**config.mk**
```make
export PLATFORM = sky130hd
export DESIGN_NAME = uart_tx
export DESIGN_NICKNAME = d
export VERILOG_FILES = /design/src/rtl/uart_pkg.sv /design/src/rtl/uart_tx.sv
export SDC_FILE = /design/constraint.sdc
export NUM_CORES = 1
export LEC_CHECK = 0
export ABC_AREA = 1
export BUFFER_PORTS_ARGS = -buffer_cell sky130_fd_sc_hd__buf_2
export CAP_MARGIN = 20
export CORE_UTILIZATION = 26
export DETAILED_ROUTE_END_ITERATION = 12
export PLACE_DENSITY = 0.54
export REMOVE_ABC_BUFFERS = 1
export SYNTH_ARGS = -nofsm -noshare
export SYNTH_HDL_FRONTEND = slang
export SYNTH_SLANG_ARGS = --single-unit
```
**constraint.sdc**
```tcl
create_clock -name clk -period 1.3 [get_ports clk]
set_clock_uncertainty 0.15 [all_clocks]
set_input_delay 0.195 -clock clk [delete_from_list [all_inputs] [get_ports clk]]
set_output_delay 0.195 -clock clk [all_outputs]
set_load 0.005 [all_outputs]
```
**src/rtl/uart_pkg.sv**
```systemverilog
// uart_pkg: shared UART constants and FSM state encoding for transmitter and receiver
package uart_pkg;
  localparam logic IDLE_LEVEL = 1'b1;
  localparam int DEFAULT_DATA_BITS = 8;
  localparam int DEFAULT_STOP_BITS = 1;
  typedef logic [2:0] state_t;
  localparam state_t S_IDLE   = 3'd0;
  localparam state_t S_START  = 3'd1;
  localparam state_t S_DATA   = 3'd2;
  localparam state_t S_PARITY = 3'd3;
  localparam state_t S_STOP   = 3'd4;
endpackage

```
**src/rtl/uart_tx.sv**
```systemverilog
// uart_tx: UART transmitter with one-entry holding register, LSB first, optional even parity (UART_TX_PARITY_EN)
// ports: clk, rst (sync, active-high), baud_tick (one strobe per bit period),
//        tx_data/tx_valid/tx_ready (byte handshake), tx (serial line, idle high),
//        tx_busy (frame in progress), tx_done (pulse at end of last stop bit)
module uart_tx
  import uart_pkg::*;
#(
  parameter int DATA_BITS = DEFAULT_DATA_BITS,
  parameter int STOP_BITS = DEFAULT_STOP_BITS
) (
  input  logic                 clk,
  input  logic                 rst,
  input  logic                 baud_tick,
  input  logic [DATA_BITS-1:0] tx_data,
  input  logic                 tx_valid,
  output logic                 tx_ready,
  output logic                 tx,
  output logic                 tx_busy,
  output logic                 tx_done
);
  localparam int CW = $clog2(DATA_BITS);
  localparam int SW = $clog2(STOP_BITS + 1);
  state_t state = S_IDLE;
  logic [DATA_BITS-1:0] hold = '0;
  logic [DATA_BITS-1:0] shifter = '0;
  logic hold_full = 1'b0;
  logic [CW-1:0] bit_cnt = '0;
  logic [SW-1:0] stop_cnt = '0;
  logic line = IDLE_LEVEL;
  logic done_q = 1'b0;
`ifdef UART_TX_PARITY_EN
  logic par = 1'b0;
`endif
  logic accept, stop_last, unload;
  assign tx_ready = !hold_full;
  assign accept = tx_valid && tx_ready;
  assign stop_last = stop_cnt == SW'(STOP_BITS - 1);
  // the held byte moves to the shifter from IDLE, or straight out of the last stop bit for gapless frames
  assign unload = baud_tick && hold_full && (state == S_IDLE || (state == S_STOP && stop_last));
  assign tx = line;
  assign tx_busy = state != S_IDLE;
  assign tx_done = done_q;
  always_ff @(posedge clk) begin
    if (rst) begin
      state <= S_IDLE;
      hold <= '0;
      shifter <= '0;
      hold_full <= 1'b0;
      bit_cnt <= '0;
      stop_cnt <= '0;
      line <= IDLE_LEVEL;
      done_q <= 1'b0;
`ifdef UART_TX_PARITY_EN
      par <= 1'b0;
`endif
    end else begin
      done_q <= 1'b0;
      if (accept) hold <= tx_data;
      hold_full <= unload ? accept : (hold_full | accept);
      if (baud_tick) begin
        case (state)
          S_IDLE: ;
          S_START: begin
            line <= shifter[0];
            bit_cnt <= '0;
            state <= S_DATA;
          end
          S_DATA: begin
            if (bit_cnt != CW'(DATA_BITS - 1)) begin
              shifter <= shifter >> 1;
              line <= shifter[1];
              bit_cnt <= bit_cnt + 1'b1;
            end else begin
`ifdef UART_TX_PARITY_EN
              line <= par;
              state <= S_PARITY;
`else
              line <= IDLE_LEVEL;
              stop_cnt <= '0;
              state <= S_STOP;
`endif
            end
          end
`ifdef UART_TX_PARITY_EN
          S_PARITY: begin
            line <= IDLE_LEVEL;
            stop_cnt <= '0;
            state <= S_STOP;
          end
`endif
          S_STOP: begin
            if (stop_last) begin
              done_q <= 1'b1;
              state <= S_IDLE;
            end else begin
              stop_cnt <= stop_cnt + 1'b1;
            end
          end
          default: begin
            line <= IDLE_LEVEL;
            state <= S_IDLE;
          end
        endcase
        // start bit of the next frame overrides the IDLE/STOP defaults above
        if (unload) begin
          line <= ~IDLE_LEVEL;
          shifter <= hold;
          state <= S_START;
`ifdef UART_TX_PARITY_EN
          par <= ^hold;
`endif
        end
      end
    end
  end
endmodule

```
-- After elaboration in Yosys (flattened, before gate mapping)
Cells that the tools add are included.
- register bits after elaboration: 26
- input port bits: 12
- output and inout port bits: 4
- logic and storage cells: 60
- add/subtract/negate cells: 2
- equality and inequality tests: 10
- mux-type cells: 17
- bitwise operators: 4
- reduce and logical (&&, ||, !) cells: 19
- operators by type and width (kind ; number):
    $mux 8 ; 3
    $mux 3 ; 4
    $pmux 3 s4 ; 1
    $ne 3x3->1 const B ; 3
    $reduce_and 3->1 ; 3
    $reduce_bool 2->1 ; 4
    $mux 1 ; 6
    $ne 2x2->1 const B ; 3
    $pmux 3 s2 ; 1
    $logic_and 1x1->1 ; 4
    $reduce_and 4->1 ; 1
    $add 3x1->3 const B ; 1
    $eq 3x1->1 const B ; 1
    $eq 3x2->1 const B ; 1
    $eq 3x3->1 const B ; 1
    $logic_not 3->1 ; 1
    $not 1->1 ; 3
    $pmux 1 s3 ; 1
    $reduce_bool 3->1 ; 1
    $reduce_or 3->1 ; 1
    $ne 2x1->1 const B ; 1
    $pmux 1 s2 ; 1
    $reduce_and 2->1 ; 1
    $reduce_or 2->1 ; 1
    4 further kinds ; 4

-- Longest topological paths before layout
Gate-level depths: netlist of the first run.
- depth in word-level cells: 6
- gate-level depth with buffers: 8
- gate-level depth less buffers: 8

-- Worst setup path before layout of the first run
Ideal clock, no wire load.
- path type: flip-flop to flip-flop
- from: reg bit_cnt[0]
- to: reg shifter[0]
- library setup time: 0.114 ns
- arrival: 1.235 ns
- required time: 1.036 ns
- slack: -0.199 ns
- stages on the path, launching flop included: 8
- path buffers: 1
- clock period less this slack: 1.499 ns
- cells stage by stage: dfxtp_1 ha_1 ha_1 inv_1 nand4_2 buf_2 a21oi_1 nor2_1
- word-level cells in the longest chain between the ends: 3
- RTL lines (item ; RTL line ; source):
    start: declaration ; uart_tx.sv:27 ; logic [CW-1:0] bit_cnt = '0;
    start signal: assignment ; uart_tx.sv:72 ; bit_cnt <= bit_cnt + 1'b1;
    $ne 3x3->1 ; uart_tx.sv:69 ; if (bit_cnt != CW'(DATA_BITS - 1)) begin
    $reduce_bool 2->1 (no source line) ; - ;
    $reduce_and 3->1 (no source line) ; - ;
    end signal: assignment ; uart_tx.sv:70 ; shifter <= shifter >> 1;
    end signal: assignment ; uart_tx.sv:107 ; shifter <= hold;
    end: declaration ; uart_tx.sv:25 ; logic [DATA_BITS-1:0] shifter = '0;
No other way between the ends.
A chain may end at the register's enable or synchronous reset.

-- Worst setup path in the final report of the first run
- from: reg bit_cnt[1]
- to: reg shifter[0]
The elaborated chain is that of the path after synthesis.

==> flow_summary_export.csv, run 1 <==
group,metric,value,unit
clock_network,h-tree-depth,1,
sta,fin_crit_sh,109.2,%
finish,area_growth,36.84,%
synth,synth_area_leaders,"dfxtp_1, nand2_1, nand3_1",
synth,yosysTopAreaCell,"dfxtp_1",
sta,hold_viol,0,
route,dr.first_iter.drc_count,36,
finish,post-route-util,37.94,%
sta,timing.slew.headroom,73.68,%
power_and_ir_drop,peakVddDrop,562.5,uV
critical_path,criticalPathCategory,"reg -> reg",
synth,synth_top_family_by_area,"simple AND/OR/NAND/NOR gates",
synth,ys_types,23,
finish,layout.cells.non_filler,244,
clock_network,ctsLongestPathBuffers,2,
floorplan,start_util,27.73,%
finish,drive_gt1_share,34.02,%
critical_path,critical_path_peak_fanout,5,
critical_path,regToRegSetupSlack,-120,ps
finish,multiInputGateArea,669.4,um^2
critical_path,crit_path_end_kind,"flop",
route,drtPass1Iterations,4,
clock_network,clock_latency,270,ps
clock_network,cts_made_buffers,3,
sta,whs,4.282,ps
outcome,violations,"negative setup slack",
grt,grt_pass1_vias,1047,
power_and_ir_drop,comb_power_share,23.5,%
clock_network,cts_tree,"yes",
power_and_ir_drop,power_frac_clock,28.1,%
floorplan,die_x,68.25,um
route,wirelength,2563,um
power_and_ir_drop,p_int,1.221,mW
finish,regArea,511.7,um^2
power_and_ir_drop,swShare,31.03,%
critical_path,critPathSlowestCell,"dfxtp_2",
power_and_ir_drop,leakage,0.6837,nW
sta,fmax,0.7046,GHz
synth,synthXorXnorAreaFrac,0,%
sta,setup_slack,-119.2,ps
outcome,status,"finished with violations",
sta,rsz0062_at_grt,"yes",
power_and_ir_drop,total_power,1.770,mW
grt,grt_usage,13.53,%
sta,setup_viol,15,
route,vias,1112,
synth,syn_inst,162,
grt,grt_max_degree,17,
route,postRouteAntennaNets,0,
placed_design,dp_hpwl,1822,um
synth,synth_top_area_share,43.86,%
job,drv_cap,0,
min_path,hold_path_class,"in -> reg",
critical_path,arrival,1490,ps
grt,grt_pass1_wl,4685,um
placed_design,finalWeightedCongestion,0.7826,
critical_path,critPathRequiredTime,1370,ps
clock_network,cts.sinks,25,
finish,n_fill_cell,457,
synth,ys_seq_area_share,43.86,%
floorplan,pin_count,16,
synth,synth-simple-area-share,36.73,%
synth,ys.warnings.count,0,
floorplan,die-area,4658,um^2
synth,synth_mux_area_share,0,%
placed_design,dp_cells,238,
power_and_ir_drop,p_seq_share,48.3,%
grt,overflow,0,
sta,slew_viol_final,0,
clock_network,root_buffer,"clkbuf_8",
synth,netlist_area,1141,um^2
synth,ys_seq_elements,25,
synth,synth_compound_area_share,10.53,%
floorplan,die_h,68.25,um
route,wire_per_inst,10.50,um
floorplan,core_area,4115,um^2
route,viasPerCell,4.557,
clock_network,clkSlewWorstSetupHoldPaths,100,ps
sta,worst_pin_slew,394.4,ps
synth,synthAdderAreaFrac,2.193,%
finish,layout.nets,209,
power_and_ir_drop,power.switching,0.5493,mW
finish,n_antenna_cell,0,
critical_path,cpPeakStageDelay,350,ps
route,drc,0,
sta,fin_crit,1419,ps
critical_path,cp-start-kind,"flop",
critical_path,path_common_cell,"ha_4",
grt,antenna_found_initial,0,
power_and_ir_drop,power_density,1134,nW/um^2
placed_design,numPortBuffers,15,
synth,synth.avg_cell_area,7.044,um^2
critical_path,path_cells,"ha_4 -> ha_4 -> inv_4 -> nand4_4 -> buf_6 -> nand3b_1 -> nand2_1 -> nor2_1",
floorplan,placementRows,23,
-- cell type report --
class                           count  share of cell area (%)
Inverter                           12                   3.045
Multi-Input combinational cell    120                   42.87
Clock inverter                      1                  0.5609
Clock buffer                        3                   2.644
Sequential cell                    25                   32.77
Tap cell                           50                   4.006
Timing Repair Buffer               33                   14.10
-- through the flow --
stage                     setup TNS [ps]  setup WS, ps  cell area (um^2)
after CTS                          -1019        -95.55              1534
after global placement             -2661        -212.8              1368
final                              -1235        -119.2              1562
after detailed placement           -2957        -236.0              1368
after floorplan                    -2610        -273.9              1110
after global routing               -2286        -199.0              1562
-- layout by cell type, fill, tap and decap left out, types with 2 or more instances in the layout --
master | synthesis | final
a21oi_1 | 13 | 10
dfxtp_1 | 25 | 20
nor2_2 | 1 | 2
clkbuf_8 | 0 | 3
nand3_2 | 0 | 5
dfxtp_4 | 0 | 2
inv_2 | 1 | 3
nand3_1 | 20 | 13
nand2_1 | 38 | 36
a21oi_2 | 0 | 3
buf_4 | 1 | 15
buf_6 | 1 | 2
dfxtp_2 | 0 | 3
inv_1 | 11 | 8
buf_2 | 1 | 15
ha_4 | 0 | 2
o21ai_0 | 11 | 10
nand2_2 | 1 | 3
nand3_4 | 0 | 2
nor2_1 | 26 | 25
-- cells in the mapped netlist --
library cell and number:
nand2_1 38, nor2_1 26, dfxtp_1 25, nand3_1 20, a21oi_1 13, inv_1 11
o21ai_0 11, clkbuf_1 2, ha_1 2, buf_2 1, buf_4 1, buf_6 1
inv_2 1, nand2_2 1, nand2_4 1, nand3b_1 1, nand4_1 1, nand4_2 1
nor2_2 1, nor2_4 1, nor3_1 1, nor4_1 1, or2_2 1
-- per-layer routing --
metal	global-route usage [%]	part of all wire, %
met1	16.77	49
met2	22.43	47
met3	3.500	3.2
met4	4.688	0.86
met5	0	0
-- what timing repair did --
action / CTS / global route
gates cloned: 0 / 0
setup buffers: 1 / 0
gates resized for setup: 26 / 9
pin swaps: 10 / 5
setup endpoints to repair: 15 / 20
endpoints found under the hold margin: 2 / 0
hold buffers: 1 / 0
-- power groups by stage --
stage / Sequential [mW] / Combinational, mW / Clock [mW]
after detailed placement: 0.873 / 0.347 / 0
after CTS: 0.857 / 0.394 / 0.520
after floorplan: 0.866 / 0.200 / 0
after global routing: 0.863 / 0.469 / 0.551
after global placement: 0.872 / 0.347 / 0
final: 0.856 / 0.416 / 0.498
-- cells by family (layout without fill, tap and decap cells) --
logic type,after synthesis,count (layout)
and+or+nand+nor,94,94
AOI/OAI and AO/OA,24,24
DFF,25,25
buffers and inverters,17,49
adders and majority gates,2,2
-- sequential cells by signal (all words and copies together) (netlist names) --
signal     count
shifter        8
hold           8
bit_cnt        3
hold_full      1
state          3
tx_done        1
tx             1
-- worst paths after layout --
check,from,endpoint,cells after the start
worst max register to register,bit_cnt[1],shifter[0],8
worst max-delay path,bit_cnt[1],shifter[0],8
worst min register to register,shifter[7],shifter[7],2
worst min-delay path,rst,tx_done,2
-- critical path: cells and delay by family, from the launching register on --
| kind | cells | cell delay, ps |
|---|---|---|
| buf+inv | 2 | 220 |
| flops | 1 | 350 |
| simple gates | 4 | 330 |
| fa+ha+maj | 2 | 320 |
(Power assumes the default switching activity.)
==> inputs of run 2 (changes only) <==
--- a/config.mk
+++ b/config.mk
@@ -6,11 +6,12 @@
 export NUM_CORES = 1
 export LEC_CHECK = 0
 export ABC_AREA = 1
-export BUFFER_PORTS_ARGS = -buffer_cell sky130_fd_sc_hd__buf_2
 export CAP_MARGIN = 20
 export CORE_UTILIZATION = 26
 export DETAILED_ROUTE_END_ITERATION = 12
-export PLACE_DENSITY = 0.54
+export DONT_BUFFER_PORTS = 1
+export GPL_TIMING_DRIVEN = 0
+export PLACE_DENSITY = 0.51
 export REMOVE_ABC_BUFFERS = 1
 export SYNTH_ARGS = -nofsm -noshare
 export SYNTH_HDL_FRONTEND = slang
==> flow_summary_export.csv, run 2 (same netlist as run 1, synthesis figures left out) <==
group,metric,value,unit
outcome,status,"finished with violations",
outcome,violations,"negative hold slack, negative setup slack",
critical_path,critical_path_peak_fanout,7,
power_and_ir_drop,swShare,29.38,%
finish,post-route-util,35.88,%
power_and_ir_drop,power_density,1135,nW/um^2
grt,grt_usage,13.21,%
floorplan,die_h,68.25,um
clock_network,root_buffer,"clkbuf_8",
job,drv_cap,0,
critical_path,crit_path_end_kind,"flop",
finish,top_regs,"hold (8), shifter (8)",
route,drc,0,
sta,hold_viol,12,
floorplan,start_util,27.73,%
route,vias,1073,
clock_network,ctsHoldBuffers,9,
clock_network,clock_latency,270,ps
sta,setup_slack,-159.4,ps
critical_path,cp-start-kind,"flop",
clock_network,ctsLongestPathBuffers,2,
sta,fin_crit_sh,112.3,%
power_and_ir_drop,total_power,1.676,mW
floorplan,placementRows,23,
power_and_ir_drop,peakVddDrop,804.8,uV
finish,final_common_cell,"nand2_1",
floorplan,die_x,68.25,um
sta,rsz0062_at_grt,"yes",
grt,grt_pass1_vias,963,
route,wirelength,2600,um
finish,drive_gt1_share,22.03,%
clock_network,cts_tree,"yes",
clock_network,h-tree-depth,1,
route,drtPass1Iterations,4,
route,viasPerCell,4.727,
sta,timing.slew.headroom,74.82,%
sta,worst_pin_slew,377.3,ps
clock_network,cts.sinks,25,
finish,area_growth,29.39,%
grt,antenna_found_initial,0,
critical_path,arrival,1480,ps
finish,n_antenna_cell,0,
min_path,hold_path_class,"in -> reg",
clock_network,clkSlewWorstSetupHoldPaths,80,ps
power_and_ir_drop,power_frac_clock,27.2,%
route,wire_per_inst,11.45,um
power_and_ir_drop,comb_power_share,21.1,%
sta,fmax,0.6852,GHz
sta,whs,-173.9,ps
floorplan,die-area,4658,um^2
grt,grt_max_degree,19,
power_and_ir_drop,p_int,1.184,mW
sta,slew_viol_final,0,
floorplan,core_area,4115,um^2
clock_network,cts_made_buffers,3,
grt,overflow,0,
sta,fin_crit,1459,ps
floorplan,pin_count,16,
power_and_ir_drop,leakage,0.6073,nW
grt,grt_pass1_wl,4471,um
sta,setup_viol,14,
route,postRouteAntennaNets,0,
placed_design,dp_hpwl,1647,um
power_and_ir_drop,p_seq_share,51.7,%
critical_path,criticalPathCategory,"reg -> reg",
route,dr.first_iter.drc_count,27,
finish,final_cell_mix,"nand2_1, nor2_1, dfxtp_1",
placed_design,finalWeightedCongestion,0.7837,
finish,layout.nets,192,
placed_design,numPortBuffers,0,
power_and_ir_drop,power.switching,0.4924,mW
critical_path,critPathRequiredTime,1320,ps
run 2: cell types whose count changed in the layout (fill, tap and decap cells not counted), sizes merged:
cell and change:
clkbuf +1, nand4 +1, buf -26, dlygate4sd3 +8, inv -1
run 2: power by group through the flow:
stage | logic [mW] | clock network (mW) | registers (mW)
final | 0.354 | 0.455 | 0.866
after CTS | 0.327 | 0.480 | 0.863
after detailed placement | 0.245 | 0 | 0.878
after global routing | 0.404 | 0.514 | 0.873
after global placement | 0.245 | 0 | 0.877
after floorplan | 0.200 | 0 | 0.866
run 2: metrics by stage:
step,hold WS [ps],cell area [um^2],setup WS [ps],cells,TNS (ps)
4_1_cts,-176.0,1405,-191.3,225,-1870
6_report,-173.9,1476,-159.4,227,-1720
5_1_grt,-191.4,1476,-237.7,227,-2785
3_5_place_dp,119.3,1172,-578.0,207,-5707
2_1_floorplan,114.1,1110,-273.9,157,-2610
3_3_place_gp,117.9,1172,-577.0,207,-5731
run 2: worst paths after layout:
| kind | slack [ps] | to | from | cells after the start |
|---|---|---|---|---|
| max | -160 | shifter[3] | bit_cnt[0] | 7 |
| min | -170 | state[0] | rst | 1 |
| max reg2reg | -160 | shifter[3] | bit_cnt[0] | 7 |
| min reg2reg | 320 | shifter[7] | hold[7] | 2 |
run 2: layout make-up:
| type | instances | area (um^2) |
|---|---|---|
| Tap cell | 50 | 62.56 |
| Clock buffer | 4 | 45.04 |
| Timing Repair Buffer | 15 | 135.1 |
| Multi-Input combinational cell | 121 | 674.4 |
| Sequential cell | 25 | 511.7 |
| Fill cell | 439 | 2639 |
| Inverter | 12 | 47.55 |
run 2: metal layers:
| layer | global-route usage (%) | up-vias | routed length, um |
|---|---|---|---|
| li1 | - | 561 | - |
| met1 | 16.37 | 489 | 1283 |
| met2 | 21.08 | 19 | 1167 |
| met3 | 2.667 | 4 | 94 |
| met4 | 7.552 | 0 | 55 |
| met5 | 0 | - | 0 |
run 2: worst max-delay path, cell delays in order, from the launching register on:
cell and delay, ps:
dfxtp_2 350, ha_4 160, ha_4 160, inv_4 60
buf_4 120, nand4_4 170, nand3_1 140, a21oi_2 60
run 2: repair_timing:
| action | 4_1_cts | 5_1_grt |
|---|---|---|
| cloned | 1 | 0 |
| setup buffers | 4 | 2 |
| endpoints found under the setup margin | 15 | 23 |
| endpoints found under the hold margin | 21 | 12 |
| pin swaps | 8 | 11 |
| gates resized for setup | 15 | 17 |
==> inputs of run 3 (changes only) <==
--- a/config.mk
+++ b/config.mk
@@ -5,13 +5,15 @@
 export SDC_FILE = /design/constraint.sdc
 export NUM_CORES = 1
 export LEC_CHECK = 0
-export ABC_AREA = 1
+export ABC_AREA = 0
 export CAP_MARGIN = 20
+export CELL_PAD_IN_SITES_DETAIL_PLACEMENT = 0
+export CELL_PAD_IN_SITES_GLOBAL_PLACEMENT = 1
 export CORE_UTILIZATION = 26
 export DETAILED_ROUTE_END_ITERATION = 12
 export DONT_BUFFER_PORTS = 1
 export GPL_TIMING_DRIVEN = 0
-export PLACE_DENSITY = 0.51
+export PLACE_DENSITY = 0.59
 export REMOVE_ABC_BUFFERS = 1
 export SYNTH_ARGS = -nofsm -noshare
 export SYNTH_HDL_FRONTEND = slang
==> flow_summary_export.csv, run 3 <==
group,metric,value,unit
synth,synth_area_leaders,"dfxtp_1, mux2i_1, nor2_1",
sta,fmax,0.5884,GHz
finish,final_cell_mix,"nor2_1, dfxtp_1, mux2i_1",
outcome,status,"finished with violations",
clock_network,clock_latency,270,ps
power_and_ir_drop,leakage,0.5695,nW
critical_path,cp-start-kind,"flop",
finish,multiInputGateArea,740.7,um^2
min_path,min_to,"shifter[0]",
clock_network,cts_made_buffers,3,
critical_path,criticalPathCategory,"reg -> reg",
grt,antenna_found_initial,0,
finish,fin_area,1573,um^2
critical_path,rr_startpoint,"bit_cnt[0]",
clock_network,cts.sinks,25,
critical_path,crit_path_end_kind,"flop",
synth,ys_seq_elements,25,
finish,area_growth,33.16,%
grt,grt_pass1_wl,4340,um
finish,n_antenna_cell,0,
grt,grt_max_degree,28,
job,drv_cap,0,
placed_design,dp_hpwl,1534,um
synth,synthTopCellsByCount,"dfxtp_1, nor2_1, mux2i_1, a21oi_1",
finish,regArea,510.5,um^2
route,postRouteAntennaNets,0,
min_path,hold_path_class,"in -> reg",
synth,ys_seq_area_share,42.37,%
sta,setup_slack,-399.5,ps
route,vias,923,
synth,synth.avg_cell_area,9.761,um^2
clock_network,h-tree-depth,1,
grt,grt_pass1_vias,920,
sta,timing.slew.headroom,77.40,%
outcome,violations,"design-rule violations, negative setup slack",
sta,finalSetupTns,-4110,ps
clock_network,root_buffer,"clkbuf_8",
route,viasPerCell,4.962,
floorplan,start_util,27.13,%
sta,worst_pin_slew,336.4,ps
sta,setup_viol,14,
synth,ys_types,36,
route,wirelength,2651,um
finish,layout.cells.non_filler,186,
placed_design,placed_area,1179,um^2
min_path,hold_start,"rst",
synth,yosysTopAreaCell,"dfxtp_1",
sta,rsz0062_at_grt,"yes",
floorplan,die_h,69.40,um
power_and_ir_drop,power_density,982.4,nW/um^2
floorplan,die_x,69.40,um
route,dr.first_iter.drc_count,44,
placed_design,numPortBuffers,0,
finish,layout.nets,149,
route,drc,1,
placed_design,dp_cells,163,
floorplan,pin_count,16,
finish,top_regs,"hold (8), shifter (8)",
sta,fin_crit,1700,ps
clock_network,clkSlewWorstSetupHoldPaths,90,ps
synth,synth_edf_count,0,
placed_design,dp_slack,-658.5,ps
floorplan,placementRows,24,
grt,grt_usage,11.32,%
placed_design,finalWeightedCongestion,0.6691,
min_path,hold_depth,2,
clock_network,cts_tree,"yes",
synth,synthArstFlopShare,0,%
sta,hold_viol,0,
power_and_ir_drop,peakVddDrop,350.8,uV
critical_path,timing.rr.end,"shifter[6]",
finish,n_fill_cell,441,
critical_path,critical_path_peak_fanout,6,
sta,slew_viol_final,0,
synth,ys.warnings.count,0,
synth,synth_most_common_cell,"dfxtp_1",
clock_network,ctsLongestPathBuffers,2,
synth,synth_top_area_share,42.37,%
synth,ys.flop_type,"dfxtp_1",
route,wire_per_inst,14.25,um
grt,overflow,0,
critical_path,critPathRequiredTime,1300,ps
floorplan,core_area,4354,um^2
synth,syn_inst,121,
finish,drive_gt1_share,28.36,%
route,drtPass1Iterations,8,
critical_path,regToRegSetupSlack,-400,ps
critical_path,rr_worst_depth,5,
synth,netlist_area,1181,um^2
floorplan,die-area,4816,um^2
critical_path,arrival,1700,ps
sta,fin_crit_sh,130.7,%
run 3: cell types whose count changed after synthesis, sizes merged, moves of 5 or more:
cell and change:
a21oi -6, a221oi +6, buf +5, inv -8, mux2i +14, nand2 -37
nand2b +5, nand3 -20, nor2 -9, o21ai -9
run 3: repair_timing:
item,in CTS,in global routing
setup buffers,5,2
setup endpoints to repair,25,14
endpoints found under the hold margin,25,25
gates cloned,1,0
gates resized for setup,29,7
pin swaps,10,6
run 3: layout make-up:
type | count | area share (%)
sequential | 25 | 32.46
timing repair buffer | 18 | 12.01
clock buffer | 4 | 2.864
inverter | 4 | 1.432
tap | 52 | 4.137
multi-input combinational | 83 | 47.10
run 3: power breakdown:
group | leakage [nW] | internal [mW] | switching [mW]
sequential | 0.207 | 0.807 | 0.0356
clock | 0.0228 | 0.219 | 0.238
combinational | 0.339 | 0.133 | 0.113
run 3: per-layer routing:
metal / track usage, % / wire length [um] / up-vias
met5: 0 / 0 / -
met4: 4.082 / 40 / 0
met3: 4.215 / 83 / 5
li1: - / - / 457
met1: 12.85 / 1283 / 446
met2: 19.31 / 1242 / 15
run 3: per-stage QoR:
stage / utilization [%] / power (mW) / hold WS [ps]
global placement: 27.07 / 0.9983 / 116.2
floorplan: - / 0.9742 / 111.2
finish: 36.12 / 1.545 / 27.41
detailed placement: 27.07 / 1.005 / 117.4
global route: 36.12 / 1.633 / 17.60
CTS: 32.18 / 1.518 / -180.1
run 3: worst max-delay path by stage:
stage / start / endpoint / slack, ps / cells past startpoint
final: bit_cnt[0] / shifter[6] / -400 / 5
after detailed placement: bit_cnt[0] / shifter[6] / -660 / 5
after CTS: bit_cnt[0] / shifter[2] / -430 / 5
after floorplan: bit_cnt[0] / shifter[0] / -480 / 5
after global placement: bit_cnt[0] / shifter[0] / -610 / 5
after global routing: bit_cnt[1] / shifter[6] / -470 / 5
run 3: critical path, cell delays in order (launching register included):
cell and delay, ps:
dfxtp_2 340, ha_4 160, ha_4 160, or3b_4 380, a21oi_4 280, a221oi_2 110
run 3: cell families (layout without fill, tap and decap cells):
| group | count (synthesis) | in the layout | synth area share [%] |
|---|---|---|---|
| flops | 25 | 25 | 42.37 |
| compound gates | 24 | 24 | 16.42 |
| buf+inv | 14 | 26 | 6.991 |
| mux | 14 | 14 | 11.86 |
| simple gates | 42 | 43 | 20.23 |
| fa+ha+maj | 2 | 2 | 2.118 |
